**src/rtl/mult_pkg.sv**
```systemverilog
// Shared definitions for the sequential sign-magnitude multiplier: FSM states,
// 7-segment constants and the hex-to-segment table.
package mult_pkg;

   typedef enum logic [1:0] {
      IDLE = 2'd0,
      RUN  = 2'd1,
      DONE = 2'd2
   } state_t;

   // Segment encoding is active-high {g,f,e,d,c,b,a}.
   localparam logic [6:0] SEG_BLANK = 7'b0000000;
   localparam logic [6:0] SEG_MINUS = 7'b1000000;

   // Entry 0 is the rightmost element of the concatenation.
   localparam logic [15:0][6:0] HEX_SEG = {
      7'h71, 7'h79, 7'h5E, 7'h39, 7'h7C, 7'h77, 7'h6F, 7'h7F,
      7'h07, 7'h7D, 7'h6D, 7'h66, 7'h4F, 7'h5B, 7'h06, 7'h3F
   };

endpackage

```
**src/rtl/hex_to_7seg.sv**
```systemverilog
// Combinational decode of one hex nibble to active-high {g,f,e,d,c,b,a} segments.
module hex_to_7seg
   import mult_pkg::*;
(
   input  logic [3:0] hex,
   output logic [6:0] seg
);

   assign seg = HEX_SEG[hex];

endmodule

```
**src/rtl/seq_sm_multiplier.sv**
```systemverilog
// Sequential shift-add multiplier for sign-magnitude operands (one step per cycle).
// Define SM_MULT_DISPLAY_EN to add the 7-segment display and sign_display ports.
module seq_sm_multiplier
   import mult_pkg::*;
#(
   parameter int WIDTH   = 4,
   parameter int NDIGITS = (2*WIDTH+3)/4
)
(
   input  logic                   clk,
   input  logic                   reset,
   input  logic                   start,
   input  logic [2*WIDTH+1:0]     operands,
   output logic                   busy,
   output logic                   done,
   output logic                   sign,
   output logic [2*WIDTH-1:0]     product
`ifdef SM_MULT_DISPLAY_EN
   ,
   output logic [7*NDIGITS-1:0]   display,
   output logic [6:0]             sign_display
`endif
);

   localparam int CW = $clog2(WIDTH+1);

   state_t             state;
   logic [2*WIDTH:0]   acc;
   logic [2*WIDTH:0]   acc_step;
   logic [WIDTH:0]     upper_sum;
   logic [WIDTH-1:0]   mcand;
   logic [CW-1:0]      cnt;
   logic               sign_r;

   logic               l_sign;
   logic               r_sign;
   logic [WIDTH-1:0]   l_mag;
   logic [WIDTH-1:0]   r_mag;

   assign l_sign = operands[2*WIDTH+1];
   assign l_mag  = operands[2*WIDTH:WIDTH+1];
   assign r_sign = operands[WIDTH];
   assign r_mag  = operands[WIDTH-1:0];

   // One shift-add step: the upper half is WIDTH+1 bits so the add carry is kept.
   always_comb begin
      // NOTE: every always_comb output gets a default first so no latch is inferred.
      upper_sum = acc[2*WIDTH:WIDTH];
      if (acc[0]) upper_sum = acc[2*WIDTH:WIDTH] + {1'b0, mcand};
      acc_step = {1'b0, upper_sum, acc[WIDTH-1:1]};
   end

   // NOTE: all state uses non-blocking assignments so every register samples pre-edge values.
   always_ff @(posedge clk) begin
      if (reset) begin
         state   <= IDLE;
         busy    <= 1'b0;
         done    <= 1'b0;
         sign    <= 1'b0;
         product <= '0;
         acc     <= '0;
         mcand   <= '0;
         cnt     <= '0;
         sign_r  <= 1'b0;
      end else begin
         done <= 1'b0;
         case (state)
            IDLE: begin
               if (start) begin
                  // Upper half cleared; the multiplier rides in the lower half and shifts out.
                  mcand  <= l_mag;
                  acc    <= {{(WIDTH+1){1'b0}}, r_mag};
                  sign_r <= l_sign ^ r_sign;
                  cnt    <= '0;
                  busy   <= 1'b1;
                  state  <= RUN;
               end
            end
            RUN: begin
               acc <= acc_step;
               cnt <= cnt + CW'(1);
               if (cnt == CW'(WIDTH-1)) begin
                  state   <= DONE;
                  done    <= 1'b1;
                  product <= acc_step[2*WIDTH-1:0];
                  sign    <= sign_r & (|acc_step[2*WIDTH-1:0]);
               end
            end
            DONE: begin
               busy  <= 1'b0;
               state <= IDLE;
            end
            default: state <= IDLE;
         endcase
      end
   end

`ifdef SM_MULT_DISPLAY_EN
   logic [4*NDIGITS-1:0] nibbles;

   // Reset blanks the digits to '0' even before the registers have been cleared.
   assign nibbles      = reset ? '0 : (4*NDIGITS)'(product);
   assign sign_display = (sign && !reset) ? SEG_MINUS : SEG_BLANK;

   for (genvar d = 0; d < NDIGITS; d++) begin : g_digit
      hex_to_7seg u_hex (
         .hex (nibbles[4*d +: 4]),
         .seg (display[7*d +: 7])
      );
   end
`endif

endmodule

```
**config.mk**
```make
export PLATFORM = sky130hd
export DESIGN_NAME = seq_sm_multiplier
export DESIGN_NICKNAME = d
export VERILOG_FILES = /design/src/rtl/mult_pkg.sv /design/src/rtl/hex_to_7seg.sv /design/src/rtl/seq_sm_multiplier.sv
export SDC_FILE = /design/constraint.sdc
export NUM_CORES = 1
export LEC_CHECK = 0
export CAP_MARGIN = 5
export CORE_AREA = 4 4 72 48
export DETAILED_ROUTE_END_ITERATION = 12
export DIE_AREA = 0 0 76 52
export GPL_ROUTABILITY_DRIVEN = 0
export PLACE_DENSITY = 0.75
export SYNTH_ARGS = -nofsm -noshare
export SYNTH_HDL_FRONTEND = slang
export SYNTH_SLANG_ARGS = --single-unit
```
**constraint.sdc**
```tcl
create_clock -name clk -period 2.2 [get_ports clk]
set_input_delay 0.33 -clock clk [delete_from_list [all_inputs] [get_ports clk]]
set_output_delay 0.33 -clock clk [all_outputs]
set_load 0.01 [all_outputs]
```
After elaboration in Yosys (flattened, before gate mapping) --
Index checks and enable logic that the tools add are counted.
Storage, ports and cells: flip-flop bits (word level) 30, logic and storage cells 40
Cells by class: $add $sub $neg 2, equal/unequal tests 5, mux-type cells 11, bitwise logic cells 3, reduce and logical (&&, ||, !) cells 10
Operators with widths (number):
- 9-bit one-hot mux with 2 select lines | 1
- 2-bit AND reduction | 5
- 9-bit two-way mux | 1
- 8-bit OR reduction | 1
- 3-bit one-hot mux with 2 select lines | 1
- 5-bit by 4-bit adder with 5-bit output | 1
- 5-bit two-way mux | 1
- 2-bit two-way mux | 2
- 2-bit inequality test, second input constant | 2
- 2-bit one-hot mux with 2 select lines | 1
- 2-bit nonzero test | 2
- 3-bit by 1-bit adder with 3-bit output, second input constant | 1
- 3-bit by 2-bit equality test with 1-bit output, second input constant | 1
- 3-bit two-way mux | 1
- 2-bit by 1-bit equality test with 1-bit output, second input constant | 1
- 2-bit equality test, second input constant | 1
- 2-bit zero test | 1
- 1-bit two-way mux | 2
- 1-bit one-hot mux with 2 select lines | 1
- 2-bit OR reduction | 1
- 1-bit bitwise AND | 1
- 1-bit NOT | 1
- 1-bit XOR | 1

Depth between registers and ports, before layout --
Gate-level depths: netlist (run 1).
depth in word-level cells 4, depth in mapped cells 6, gate-level depth less buffers 6

Least setup slack after synthesis (run 1) --
OpenSTA, ideal clock, no wires.
kind register to register, start reg acc[4], end reg sign, setup time 0.128 ns, data arrival time 1.630 ns, data required time 2.072 ns, setup slack 0.441 ns, cell stages (with the launch flop) 7, buffers on the path 0, period minus slack after synthesis 1.759 ns, cell sequence dfxtp_1 > ha_1 > fa_1 > a21o_1 > a21o_1 > a211oi_1 > o211ai_2
On the way: cells in the longest elaborated chain, start to end 4
Ends and longest elaborated chain:
- start: declaration | line seq_sm_multiplier.sv:28 | logic [2*WIDTH:0] acc;
- start signal: assignment | line seq_sm_multiplier.sv:72 | acc <= {{(WIDTH+1){1'b0}}, r_mag};
- start signal: assignment | line seq_sm_multiplier.sv:80 | acc <= acc_step;
- 5-bit by 4-bit adder with 5-bit output | line seq_sm_multiplier.sv:49 | if (acc[0]) upper_sum = acc[2*WIDTH:WIDTH] + {1'b0, mcand};
- 5-bit two-way mux * | line seq_sm_multiplier.sv:49
- 8-bit OR reduction * | line seq_sm_multiplier.sv:86 | sign <= sign_r & (|acc_step[2*WIDTH-1:0]);
- 1-bit bitwise AND * | line seq_sm_multiplier.sv:86
- end signal: assignment | line seq_sm_multiplier.sv:86
- end: declaration | line seq_sm_multiplier.sv:16 | output logic sign,
Every way passes the cells marked *; elsewhere a longest branch is shown, timed or not. A chain may end at the register's enable or synchronous reset.

Final worst setup path (run 1) --
Same ends and word-level chain as after synthesis.

==> results of run 1 <==
logic make-up (layout without fill, tap and decap cells):
family / Yosys count / count (layout)
simple gates: 71 / 71
compound gates: 33 / 33
flops: 29 / 29
buf+inv: 13 / 35
fa+ha+maj: 7 / 7
mux: 3 / 3
xor+xnor: 2 / 2
where the power goes:
group / leakage (µW) / internal [µW] / switching (µW) / total (µW)
Combinational: 0.000361 / 58.7 / 69.6 / 128
Clock: 0.0000443 / 247 / 190 / 437
Sequential: 0.000236 / 545 / 23.2 / 568
cells in the final DEF, fill, tap and decap left out, types with 2 or more instances in the layout:
master,count
a31oi_1,2
mux2i_1,3
clkdlybuf4s50_1,23
a211oi_2,2
inv_1,3
ha_1,6
dfxtp_1,29
xnor2_1,2
nor3_1,2
a211oi_1,3
a311oi_1,3
clkbuf_8,6
nand2b_1,2
buf_4,2
nor2_1,22
nand3_1,8
nand3b_1,4
a21oi_1,17
nand2_1,25
nand3_2,2
a21o_1,2
state kept, by name, summed over array words and instances (netlist names):
register / count
done: 1
mcand: 4
state: 2
product: 8
busy: 1
sign: 1
cnt: 3
sign_r: 1
acc: 8
synthesized netlist by cell type, drive strengths merged (2+ instances only):
| master | instances | area share, % |
|---|---|---|
| dfxtp | 29 | 43 |
| nand2 | 26 | 7.3 |
| nor2 | 22 | 6.0 |
| a21oi | 17 | 6.2 |
| nand3 | 10 | 4.4 |
| buf | 8 | 4.2 |
| ha | 6 | 5.5 |
| a211oi | 5 | 3.5 |
| nand3b | 4 | 2.2 |
| a311oi | 3 | 1.9 |
| inv | 3 | 0.82 |
| mux2i | 3 | 2.2 |
| nor3 | 3 | 1.5 |
| a21o | 2 | 1.1 |
| a31oi | 2 | 0.92 |
| clkbuf | 2 | 0.55 |
| nand2b | 2 | 0.92 |
| xnor2 | 2 | 1.3 |
per-stage QoR:
step	instance area [µm²]	power, µW	hold WS, ns
after floorplan	1370	662	0.440
after global placement	1590	701	0.446
after detailed placement	1590	707	0.449
after CTS	1670	1150	0.458
after global routing	1670	1190	0.493
final	1670	1130	0.461
worst max path at each step:
stage	startpoint	to	slack (ns)	cells after the start
6_report	acc[4]$_SDFFE_PP0P_	sign$_SDFFE_PP0P_	0.23	6
3_3_place_gp	acc[4]$_SDFFE_PP0P_	sign$_SDFFE_PP0P_	0.35	6
2_1_floorplan	acc[4]$_SDFFE_PP0P_	sign$_SDFFE_PP0P_	0.44	6
5_1_grt	acc[4]$_SDFFE_PP0P_	sign$_SDFFE_PP0P_	0.14	6
3_5_place_dp	acc[4]$_SDFFE_PP0P_	sign$_SDFFE_PP0P_	0.24	6
4_1_cts	acc[4]$_SDFFE_PP0P_	sign$_SDFFE_PP0P_	0.24	6
cell type report:
cell class,count,area share [%]
clock buffer,7,5.16
multi-input combinational,116,42.3
sequential,29,34.7
timing repair buffer,25,14.6
inverter,3,0.673
tap,34,2.54
worst min-delay path: cells and delay by family (launching register included):
family / cells / cell delay (ns)
DFF: 1 / 0.31
AOI/OAI and AO/OA: 1 / 0.05
and+or+nand+nor: 1 / 0.05
layer usage:
metal / routed length (µm) / vias up
met5: 0 / -
met4: 76 / 0
met3: 231 / 9
met2: 1380 / 35
met1: 1500 / 521
li1: - / 589
==> impl_metrics.tcl, run 1 <==
set metrics [dict create \
    numPortBuffers 23 \
    wl_um 3180 \
    skew_ns 0.00878 \
    end_kind "flop" \
    post_cts_resize_count 0 \
    wl_per_cell_um 14.9 \
    drt_iter0_markers 46 \
    cts.sinks 29 \
    grt.total_usage_pct 17.9 \
    pin_count 24 \
    syn-cell-area_um2 1370 \
    fillCellCount 241 \
    irDropWorstVdd_v 0.000423 \
    num_vias 1154 \
    r2r_start "acc[4]$_SDFFE_PP0P_" \
    synth-compound-area-share_pct 16.2 \
    yosysSeqAreaShare_pct 42.5 \
    synthAdderAreaFrac_pct 6.97 \
    syn_inst 158 \
    cts_root_buf "clkbuf_8" \
    viasPerCell 5.39 \
    drive_gt1_share_pct 9.44 \
    max-slew-margin-rel_pct 58.8 \
    cts_buffer_depth 2 \
    insertedDiodeCount 0 \
    max_cap_violations 0 \
    place_inst 207 \
    cpPeakStageDelay_ns 0.46 \
    clk_latency_ns 0.28 \
    area_growth_pct 22.6 \
    multiInputGateArea_um2 708 \
    criticalPathCategory "flop to flop" \
    status "finished, final reports clean" \
    htree_levels 2 \
    use_met1_pct 22.1 \
    dp.final_hpwl_um 2330 \
    setup_ws_ns 0.225 \
    drc 0 \
    worst_pin_slew_ns 0.619 \
    grt_max_degree 28 \
    r2r-end "sign$_SDFFE_PP0P_" \
    stdcell_count 214 \
    grt_pass1_vias 1154 \
    met2_usage_pct 26.3 \
    min_from "product[5]$_SDFFE_PP0P_" \
    yosysWarningCount 0 \
    row_count 15 \
    rsz0062_at_grt "false" \
    synth_edf_count 0 \
    overflow 0 \
    nets 200 \
    drv_slew 0 \
    die_x_um 76 \
    start_util_pct 49.5 \
    post_cts_buffers 0 \
    critPathMaxFanout 3 \
    ys_ff_latch 29 \
    synth-xor-area-share_pct 1.28 \
    synth_nets 178 \
    synth_top_family_by_area "simple AND/OR/NAND/NOR gates" \
    grt_use_met3_pct 7.09 \
    power_density_nw_per_um2 677 \
    fin_util_pct 60.7 \
    worst_ep_required_time_ns 2.36 \
    cp_cell_sequence "ha_1 > fa_1 > mux2i_1 > nand3_1 > a211oi_1 > o211ai_2" \
    min_period_over_period_pct 89.8 \
    antenna_left 0 \
    cpMaxStageDelayCell "fa_1" \
    die_area_um2 3950 \
    start_kind "flop" \
    antenna_found_initial 0 \
    synth.avg_cell_area_um2 8.64 \
    register_area_um2 581 \
    hold_buffers 0 \
    rrSetupSlack_ns 0.23 \
    core_um2 2760 \
    fmax_mhz 506 \
    finalSetupViolations 0 \
    min_path_cells 2 \
    cts_tree "yes" \
    grt_pass1_wl_um 5450 \
    yosys.area_share.simple_pct 25.2 \
    synthDistinctLibCells 33 \
    power_leakage_uw 0.000642 \
    hold_viol_final 0 \
    post-route-min-period_ns 1.97 \
    critPathArrivalTime_ns 2.13 \
    cp_top_family "adder cells" \
    die_h_um 52 \
    rr_worst_depth 6 \
    hold_end "product[5]$_SDFFE_PP0P_" \
    finalSetupTns_ns 0 \
    first_pass_iters 4 \
    pre_cts_slack_ns 0.240 \
    hp-class "flop to flop" \
    numCtsBuffers 5 \
    ys.flop_type "dfxtp_1" \
    cp_num_buf_inv 0 \
    busiest_layer "met2" \
    synth-async-reset-ratio_pct 0 \
    path_clk_slew_ns 0.06 \
    synthMuxAreaShare_pct 2.20 \
]
Power figures use the tool's default switching activity.
==> run 2, diff against run 1 <==
--- a/config.mk
+++ b/config.mk
@@ -6,9 +6,9 @@
 export NUM_CORES = 1
 export LEC_CHECK = 0
 export CAP_MARGIN = 5
-export CORE_AREA = 4 4 72 48
+export CORE_AREA = 2 2 70 46
 export DETAILED_ROUTE_END_ITERATION = 12
-export DIE_AREA = 0 0 76 52
+export DIE_AREA = 0 0 72 48
 export GPL_ROUTABILITY_DRIVEN = 0
 export PLACE_DENSITY = 0.75
 export SYNTH_ARGS = -nofsm -noshare
==> run 2 against run 1 <==
  * Critical endpoint unchanged
  * Clock power up 10%
  * Highest routed layer unchanged
  * Design area grew 0.90%
  * Clock skew fell by 0.0019 ns
  * Non-clock buffer count did not move
  * Via count down 0.26%
  * Largest cell class unchanged
  * Sequential share of layout area is 0.31 points lower
  * Global-route usage is 2.2 points higher
  * Hold slack worse by 0.0028 ns
==> impl_metrics.tcl, run 2 (synthesized netlist as in run 1, its figures left out) <==
set metrics [dict create \
    antenna_left 0 \
    hold_buffers 0 \
    cts_buffer_depth 2 \
    end_kind "flop" \
    num_vias 1151 \
    endpoint "sign$_SDFFE_PP0P_" \
    grt_pass1_vias 1037 \
    post_cts_buffers 0 \
    whs_ns 0.459 \
    start_util_pct 49.5 \
    worst_pin_slew_ns 0.643 \
    wl_um 3120 \
    reg.largest.list "acc x8, product x8, mcand x4" \
    status "finished, final reports clean" \
    overflow 0 \
    r2r_start "acc[4]$_SDFFE_PP0P_" \
    wl_per_cell_um 14.5 \
    cts.sinks 29 \
    dp.final_hpwl_um 2180 \
    max_cap_violations 0 \
    critPathMaxFanout 3 \
    post_cts_resize_count 0 \
    area_growth_pct 23.7 \
    criticalPathCategory "flop to flop" \
    worst_ep_required_time_ns 2.36 \
    grt_pass1_wl_um 5030 \
    rr_worst_depth 6 \
    numPortBuffers 23 \
    skew_ns 0.00684 \
    final_common_cell "dfxtp_1" \
    numCtsBuffers 5 \
    cts_root_buf "clkbuf_8" \
    die_x_um 72 \
    rrSetupSlack_ns 0.26 \
    start_kind "flop" \
    finalSetupViolations 0 \
    min_period_over_period_pct 88.3 \
    core_um2 2760 \
    finalSetupTns_ns 0 \
    insertedDiodeCount 0 \
    pin_count 24 \
    drc 0 \
    crit_start "acc[4]$_SDFFE_PP0P_" \
    viasPerCell 5.35 \
    hp-class "flop to flop" \
    fmax_mhz 515 \
    path_clk_slew_ns 0.06 \
    rsz0062_at_grt "false" \
    nets 200 \
    power_leakage_uw 0.000652 \
    htree_levels 2 \
    post-route-min-period_ns 1.94 \
    drt_iter0_markers 125 \
    die_area_um2 3460 \
    irDropWorstVdd_v 0.000497 \
    clk_latency_ns 0.28 \
    die_h_um 48 \
    power_density_nw_per_um2 698 \
    r2r-end "sign$_SDFFE_PP0P_" \
    grt_max_degree 28 \
    row_count 15 \
    grt.total_usage_pct 20.1 \
    first_pass_iters 4 \
    antenna_found_initial 0 \
    layout_common_cells "dfxtp_1, nand2_1, clkdlybuf4s50_1" \
    hold_viol_final 0 \
    cts_tree "yes" \
    critPathArrivalTime_ns 2.11 \
    drv_slew 0 \
    drive_gt1_share_pct 10.5 \
    min_path_cells 2 \
    max-slew-margin-rel_pct 57.1 \
]
## run 2: power breakdown
part           leakage [µW]  internal [µW]  switching [µW]  total, µW
registers          0.000236            545            22.9        568
clock network     0.0000542            282             200        482
logic              0.000361           58.5            70.4        129
total              0.000652            885             293       1180
## run 2: stage by stage
step	worst slack (ns)	cells	instance area, µm²	util [%]	power, µW
after floorplan	0.441	158	1370	-	662
after global placement	0.349	207	1590	57.6	702
after detailed placement	0.289	207	1590	57.6	705
after CTS	0.274	215	1690	61.2	1190
after global routing	0.152	215	1690	61.2	1230
final	0.257	215	1690	61.2	1180
## run 2: how the worst min path moves through the flow
stage / startpoint / end / slack (ns)
detailed placement: product[5]$_SDFFE_PP0P_ / product[5]$_SDFFE_PP0P_ / 0.45
global placement: product[7]$_SDFFE_PP0P_ / product[7]$_SDFFE_PP0P_ / 0.45
CTS: product[5]$_SDFFE_PP0P_ / product[5]$_SDFFE_PP0P_ / 0.46
finish: product[5]$_SDFFE_PP0P_ / product[5]$_SDFFE_PP0P_ / 0.46
global route: product[5]$_SDFFE_PP0P_ / product[5]$_SDFFE_PP0P_ / 0.48
floorplan: mcand[0]$_SDFFE_PP0P_ / mcand[0]$_SDFFE_PP0P_ / 0.44
## run 2: metal layers
metal | global-route usage, % | wire length [µm] | vias to the layer above
met2 | 28.1 | 1320 | 36
met5 | 0 | 0 | -
li1 | - | - | 593
met4 | 9.43 | 39 | 0
met3 | 6.53 | 229 | 4
met1 | 28.2 | 1530 | 518
## run 2: layout make-up
type	count	area (µm²)
clock buffers	7	96.3
clock inverters	1	5.00
fillers	242	1070
inverters	3	11.3
multi-input cells	116	708
flip-flops and latches	29	581
well taps	34	42.5
repair buffers	25	245
## run 2: critical path, stage by stage, from the launching register on
cell	delay [ns]
dfxtp_1	0.33
ha_1	0.23
fa_1	0.43
mux2i_1	0.31
nand3_1	0.12
a211oi_1	0.28
o211ai_2	0.12
